<file path="src/rtl/pll_mdrp_master.sv">
// pll_mdrp_master: MDRP initiator for the Gowin PLLA, optional relock sequence under `PLL_MDRP_RESET_SEQ_EN.
// Latency from accept: write 3, read 3+RD_LAT, reserved 2, commit RST_CYCLES + lock wait + 1.
// Backpressure: cmd_ready only in IDLE; rsp_valid is a one-cycle pulse that cannot be stalled.
module pll_mdrp_master #(
   parameter int RD_LAT       = 2,
   parameter int RST_CYCLES   = 16,
   parameter int LOCK_TIMEOUT = 65535
) (
   input  logic       clk,
   input  logic       rst_n,
   input  logic       cmd_valid,
   output logic       cmd_ready,
   input  logic [1:0] cmd_op,
   input  logic [7:0] cmd_addr,
   input  logic [7:0] cmd_wdata,
   output logic       rsp_valid,
   output logic [7:0] rsp_rdata,
   output logic       rsp_err,
   output logic       busy,
   output logic [1:0] md_opc,
   output logic       md_ainc,
   output logic [7:0] md_wdi,
   input  logic [7:0] md_rdo,
   input  logic       pll_lock,
   output logic       pll_reset
);

   typedef enum logic [2:0] {
      S_IDLE, S_ADDR, S_WR, S_RD, S_RD_WAIT, S_RST, S_LOCK_WAIT, S_RESP
   } state_t;

   localparam logic [1:0] OP_READ   = 2'b00;
   localparam logic [1:0] OP_WRITE  = 2'b01;
   localparam logic [1:0] OP_COMMIT = 2'b10;

   localparam logic [1:0] MD_NOP   = 2'b00;
   localparam logic [1:0] MD_WRITE = 2'b01;
   localparam logic [1:0] MD_READ  = 2'b10;
   localparam logic [1:0] MD_ADDR  = 2'b11;

   state_t     state, next_state;
   logic       accept;
   logic [1:0] op_q;
   logic [7:0] wdata_q;
   logic [2:0] rd_cnt;
   logic       lock_fail;

   logic [1:0] md_opc_nxt;
   logic [7:0] md_wdi_nxt;
   logic [7:0] rsp_rdata_nxt;
   logic       rsp_valid_nxt;
   logic       rsp_err_nxt;

`ifdef PLL_MDRP_RESET_SEQ_EN
   logic [15:0] tmr_cnt;
   logic        lock_s1, lock_s2;
   logic        pll_reset_nxt;
`endif

   assign accept    = cmd_valid & cmd_ready;
   assign cmd_ready = (state == S_IDLE);
   assign busy      = (state != S_IDLE);
   assign md_ainc   = 1'b0;

   always_ff @(posedge clk or negedge rst_n) begin
      if (!rst_n) state <= S_IDLE;
      else        state <= next_state;
   end

   always_comb begin
      next_state = state;
      case (state)
         S_IDLE: begin
            if (accept) begin
               case (cmd_op)
                  OP_READ, OP_WRITE: next_state = S_ADDR;
`ifdef PLL_MDRP_RESET_SEQ_EN
                  OP_COMMIT:         next_state = S_RST;
`endif
                  default:           next_state = S_RESP;
               endcase
            end
         end
         S_ADDR:    next_state = (op_q == OP_WRITE) ? S_WR : S_RD;
`ifdef PLL_MDRP_RESET_SEQ_EN
         S_WR:      next_state = S_RST;
         S_RST:     next_state = (tmr_cnt == 16'd0) ? S_LOCK_WAIT : S_RST;
         S_LOCK_WAIT: begin
            if (lock_s2 || tmr_cnt == 16'(LOCK_TIMEOUT - 1)) next_state = S_RESP;
         end
`else
         S_WR:      next_state = S_RESP;
`endif
         S_RD:      next_state = S_RD_WAIT;
         S_RD_WAIT: next_state = (rd_cnt == 3'd0) ? S_RESP : S_RD_WAIT;
         // Entered straight from IDLE, RESP first spends one silent cycle so errors answer at cycle 2.
         S_RESP:    next_state = rsp_valid ? S_IDLE : S_RESP;
         default:   next_state = S_IDLE;
      endcase
   end

`ifdef PLL_MDRP_RESET_SEQ_EN
   assign lock_fail = (state == S_LOCK_WAIT) && !lock_s2;
`else
   assign lock_fail = 1'b0;
`endif

   always_comb begin
      md_opc_nxt    = MD_NOP;
      md_wdi_nxt    = md_wdi;
      rsp_rdata_nxt = rsp_rdata;
      rsp_err_nxt   = rsp_err;
      rsp_valid_nxt = (next_state == S_RESP) && (state != S_IDLE);
`ifdef PLL_MDRP_RESET_SEQ_EN
      pll_reset_nxt = (next_state == S_RST);
`endif
      case (next_state)
         S_ADDR: begin
            md_opc_nxt = MD_ADDR;
            md_wdi_nxt = cmd_addr;
         end
         S_WR: begin
            md_opc_nxt = MD_WRITE;
            md_wdi_nxt = wdata_q;
         end
         S_RD:    md_opc_nxt = MD_READ;
         default: md_opc_nxt = MD_NOP;
      endcase
      if (state == S_RD_WAIT && rd_cnt == 3'd0) rsp_rdata_nxt = md_rdo;
      if (next_state == S_RESP && state != S_RESP) rsp_err_nxt = (state == S_IDLE) | lock_fail;
   end

   always_ff @(posedge clk or negedge rst_n) begin
      if (!rst_n) begin
         md_opc    <= MD_NOP;
         md_wdi    <= 8'h00;
         rsp_valid <= 1'b0;
         rsp_rdata <= 8'h00;
         rsp_err   <= 1'b0;
      end else begin
         md_opc    <= md_opc_nxt;
         md_wdi    <= md_wdi_nxt;
         rsp_valid <= rsp_valid_nxt;
         rsp_rdata <= rsp_rdata_nxt;
         rsp_err   <= rsp_err_nxt;
      end
   end

   always_ff @(posedge clk or negedge rst_n) begin
      if (!rst_n) begin
         op_q    <= OP_READ;
         wdata_q <= 8'h00;
      end else if (accept) begin
         op_q    <= cmd_op;
         wdata_q <= cmd_wdata;
      end
   end

   always_ff @(posedge clk or negedge rst_n) begin
      if (!rst_n)                                rd_cnt <= 3'd0;
      else if (state == S_RD)                    rd_cnt <= 3'(RD_LAT - 1);
      else if (state == S_RD_WAIT && rd_cnt != 0) rd_cnt <= rd_cnt - 3'd1;
   end

`ifdef PLL_MDRP_RESET_SEQ_EN
   always_ff @(posedge clk or negedge rst_n) begin
      if (!rst_n) begin
         lock_s1 <= 1'b0;
         lock_s2 <= 1'b0;
      end else begin
         lock_s1 <= pll_lock;
         lock_s2 <= lock_s1;
      end
   end

   always_ff @(posedge clk or negedge rst_n) begin
      if (!rst_n) pll_reset <= 1'b0;
      else        pll_reset <= pll_reset_nxt;
   end

   // One counter serves both the reset pulse (down) and the lock timeout (up).
   always_ff @(posedge clk or negedge rst_n) begin
      if (!rst_n) begin
         tmr_cnt <= 16'd0;
      end else if (state != S_RST && next_state == S_RST) begin
         tmr_cnt <= 16'(RST_CYCLES - 1);
      end else if (state == S_RST) begin
         if (tmr_cnt != 16'd0) tmr_cnt <= tmr_cnt - 16'd1;
      end else if (state == S_LOCK_WAIT && next_state == S_LOCK_WAIT) begin
         tmr_cnt <= tmr_cnt + 16'd1;
      end else begin
         tmr_cnt <= 16'd0;
      end
   end
`else
   logic unused_lock;
   assign unused_lock = pll_lock;
   assign pll_reset   = 1'b0;
`endif

endmodule

</file>
<file path="config.mk">
export PLATFORM = sky130hd
export DESIGN_NAME = pll_mdrp_master
export DESIGN_NICKNAME = d
export VERILOG_FILES = /design/src/rtl/pll_mdrp_master.sv
export SDC_FILE = /design/constraint.sdc
export NUM_CORES = 1
export LEC_CHECK = 0
export CAP_MARGIN = 10
export CORE_MARGIN = 1
export CORE_UTILIZATION = 49
export DETAILED_ROUTE_END_ITERATION = 8
export HOLD_SLACK_MARGIN = 0.12
export PLACE_DENSITY = 0.84
export REMOVE_ABC_BUFFERS = 1
export SYNTH_ARGS = -nofsm -noshare
export SYNTH_HDL_FRONTEND = slang
export SYNTH_SLANG_ARGS = --single-unit
</file>
<file path="constraint.sdc">
create_clock -name clk -period 2.72 [get_ports clk]
set_clock_uncertainty 0.2 [all_clocks]
set_input_delay 0.544 -clock clk [delete_from_list [all_inputs] [get_ports clk]]
set_output_delay 0.544 -clock clk [all_outputs]
set_load 0.05 [all_outputs]
</file>
== Word level (Yosys, flattened, before mapping) ==
Index checks and enable logic that the tools add are counted.
W data, S select, Z words.
Operators by class
  add/sub/neg operators: 1
  eq/ne operators: 12
  muxes and demuxes: 10
  bitwise gates (word level): 1
  reduce and logical (&&, ||, !) cells: 12
Operator list (number)
  $pmux W3 S6: 1
  $pmux W8 S2: 1
  $mux W3: 5
  $eq A3 B2 Y1 const B: 4
  $eq A3 B3 Y1 const B: 3
  $eq A3 B1 Y1 const B: 2
  $logic_not A3 Y1: 2
  $pmux W2 S3: 1
  $reduce_bool A3 Y1: 2
  $eq A2 B1 Y1 const B: 2
  $logic_and A1 B1 Y1: 4
  $reduce_bool A2 Y1: 2
  $ne A3 B3 Y1 const B: 1
  $sub A3 B1 Y3 const B: 1
  $logic_not A2 Y1: 1
  $mux W2: 1
  $reduce_or A2 Y1: 1
  $and A1 B1 Y1: 1
  $mux W1: 1
Storage, ports and cells
  register bits after elaboration: 36
  input port bits: 30
  logic and storage cells: 45

== Depth between registers and ports, before layout ==
  depth after elaboration: 7
  gate-level depth with buffers: 5
  depth with buffers taken out: 5

== Least setup slack after synthesis ==
Ideal clock, no wire load.
  path kind: register -> output
  from: register state[0]
  to: output port cmd_ready
  data arrival time: 1.603 ns
  data required time: 1.976 ns
  slack: 0.373 ns
  cell stages (with the launch flop): 4
  buffers on the path: 1
  cell sequence: dfrtp_1 buf_2 or3_1 inv_1
Between the ends
  word-level cells in the longest chain between the ends: 1
RTL lines
  from (decl): line 41  | state_t state, next_state;
  from (signal assigned): line 67  | else state <= next_state;
  $logic_not A3 Y1: line 61  | assign cmd_ready = (state == S_IDLE);
  to (decl): line 12  | output logic cmd_ready,
No other way between the ends.

== Worst setup path in the final report ==
  from: register state[0]
  to: output port busy
Between the ends
  word-level cells in the longest chain between the ends: 1
RTL lines
  $reduce_bool A3 Y1: line 62  | assign busy = (state != S_IDLE);
  to (decl): line 19  | output logic busy,
No other way between the ends.

==> out/metrics.cfg <==
[synthesis]
ys_ff_latch=36
synth.cells.most_frequent=dfrtp_1, nand2_1, a31oi_1
avgSynthCellArea_um2=10.2
ys.flop_type=dfrtp_1
synth_edf_count=0
yosys_warnings=0
synth.most_common_cell=dfrtp_1
ys_types=38
synth_mux_area_share_pct=5.27
synth.area.top_cells=dfrtp_1, nand2_1, mux2_2, a31oi_1, nand3b_1
async_flop_share_pct=100
synth_area_um2=1710
synth_cells=167
ys_seq_area_share_pct=52.7
yosys.area_share.xor_xnor_pct=0
synth_compound_gate_area_share_pct=13.2
synth_fa_ha_area_share_pct=1.47
synthSimpleGateAreaFrac_pct=21.8
synth_top_area_cell=dfrtp_1
synth_top_area_share_pct=52.7
synth_top_family_by_area=simple AND/OR/NAND/NOR gates

[pwr]
p_leak_nw=1.04
ir_drop_uv=706
power_density_nw_per_um2=1350

[placed_design]
port-buffer-count=50
hpwl_mm=2.73
routabilityCongestion=0.847

[critical_path]
worstPathCellList=or3_1 > clkdlybuf4s50_1
path_max_fanout=2
r2r_start=state[2]
cp_num_buf_inv=1
required_ns=1.98
cp.arrival_ns=1.83
path_delay_family=buffers and inverters
criticalPathCategory=flop to output pin
critical_path.slowest_cell=clkdlybuf4s50_1
cp-start-kind=flop
critPathCaptureType=output pin
max_stage_delay_ns=0.72
critPathLaunch=state[0]

[drt]
ant_nets=0
drtIter0Drc=38
viasPerCell=5.45
dr.pass1.iters=4
route.detailed.drc=0
num_vias=1455
wire_per_inst_um=14.5
drt-total-wl_mm=3.88

[timing]
finalMaxSlewViolations=0
rsz0062_at_grt=no
hold_viol_final=0
max_slew_margin_pct=57.4
min_period_ns=2.58
timing.final.crit_share_pct=94.7
setup_violations=0
timing.fmax_mhz=388
tns_ns=0
tightest_slew_ns=0.637

[finish]
drive_gt1_share_pct=13.1
final_core_util_pct=71.2
synthToLayoutAreaGrowth_pct=39.0
num-nets-final=252
n_antenna_cell=0

[outcome]
status=completed

[clock_network]
clk_pin_slew_ns=0.12
cts_htree_levels=2
ctsHoldBuffers=0
cts_buffers=5
root_buffer=clkbuf_4
clockBufferDepth=2
cts_resized=0
cts_sinks=36
postCtsSetupBuffers=0
cts_tree=done
insertion_delay_ns=0.35

[floorplanning]
core_um2=3340
dieHeight_um=61.0
die_area_um2=3730
rows=21
ios=54
start_util_pct=51.2
fp.dieW_um=61.0

[run]
drv_cap=0

[grt]
antenna_found_initial=0
first_global_vias=1432
grt_first_pass_wirelength_mm=6.15
grt_overflow_total=0
grtUsageTotal_pct=23.0
grt_max_degree=37

[worst_hold_path]
hp-class=flop to flop
worstHoldStart=op_q[1]

[state kept, by name (all words and copies together), names as in the netlist]
signal / count
md_opc: 2
md_wdi: 8
op_q: 2
rd_cnt: 3
rsp_err: 1
rsp_rdata: 8
rsp_valid: 1
state: 3
wdata_q: 8
[cells by family after synthesis]
family,Yosys count
adder cells (fa/ha/maj),2
AND/OR/NAND/NOR,67
buffers and inverters,17
multiplexers,8
other,1
flip-flops,36
AO/OA/AOI/OAI,36
[path summary, 6_finish.rpt]
path | end | slack [ns] | cells past startpoint
max | busy | 0.14 | 2
min | op_q[1] | 0.28 | 1
max reg2reg | md_wdi[0] | 0.78 | 4
min reg2reg | op_q[1] | 0.28 | 1
max in group asynchronous | state[0] | 1.59 | 2
min in group asynchronous | rsp_valid | 0.42 | 2
[stage by stage]
| step | hold WS, ns | cell area, µm² | power (mW) | setup WS, ns | cells |
|---|---|---|---|---|---|
| finish | 0.280 | 2370 | 3.20 | 0.143 | 267 |
| floorplan | 0.0484 | 1640 | 2.05 | 0.440 | 156 |
| detailed placement | 0.256 | 2250 | 2.65 | 0.347 | 259 |
| CTS | 0.283 | 2370 | 3.22 | 0.125 | 267 |
| global placement | 0.252 | 2250 | 2.57 | 0.395 | 259 |
| global route | 0.296 | 2370 | 3.39 | 0.0774 | 267 |
[layout make-up]
type,count,area [µm²]
Fill cell,258,962
Sequential cell,36,901
Multi-Input combinational cell,115,719
Timing Repair Buffer,57,551
Clock inverter,3,90.1
Tap cell,46,57.6
Clock buffer,5,37.5
Inverter,5,18.8
[routing by layer]
metal  part of all wire [%]  global-route usage (%)  up-vias
li1                       -                       -      690
met1                     41                    26.9      693
met2                     51                    39.4       64
met3                    6.8                    7.35        8
met4                    1.4                    9.09        0
met5                      0                       0        -
[power by group]
part           leakage, nW  internal [mW]  switching (mW)
clock               0.0654          0.379           0.181
combinational        0.533          0.626            1.09
sequential           0.444          0.787           0.136
total                 1.04           1.79            1.41
[cells in the final DEF (no fill, tap or decap), types with 3 or more instances in the layout]
cell type / n
clkdlybuf4s50_1: 49
a21oi_1: 5
buf_4: 8
dfrtp_1: 36
bufinv_16: 3
nand3b_1: 9
nand2_1: 31
mux2_2: 8
nor3_1: 8
inv_1: 5
a31oi_1: 13
clkbuf_4: 5
nor2_1: 3
o21ai_1: 8
Power figures use the tool's default switching activity.
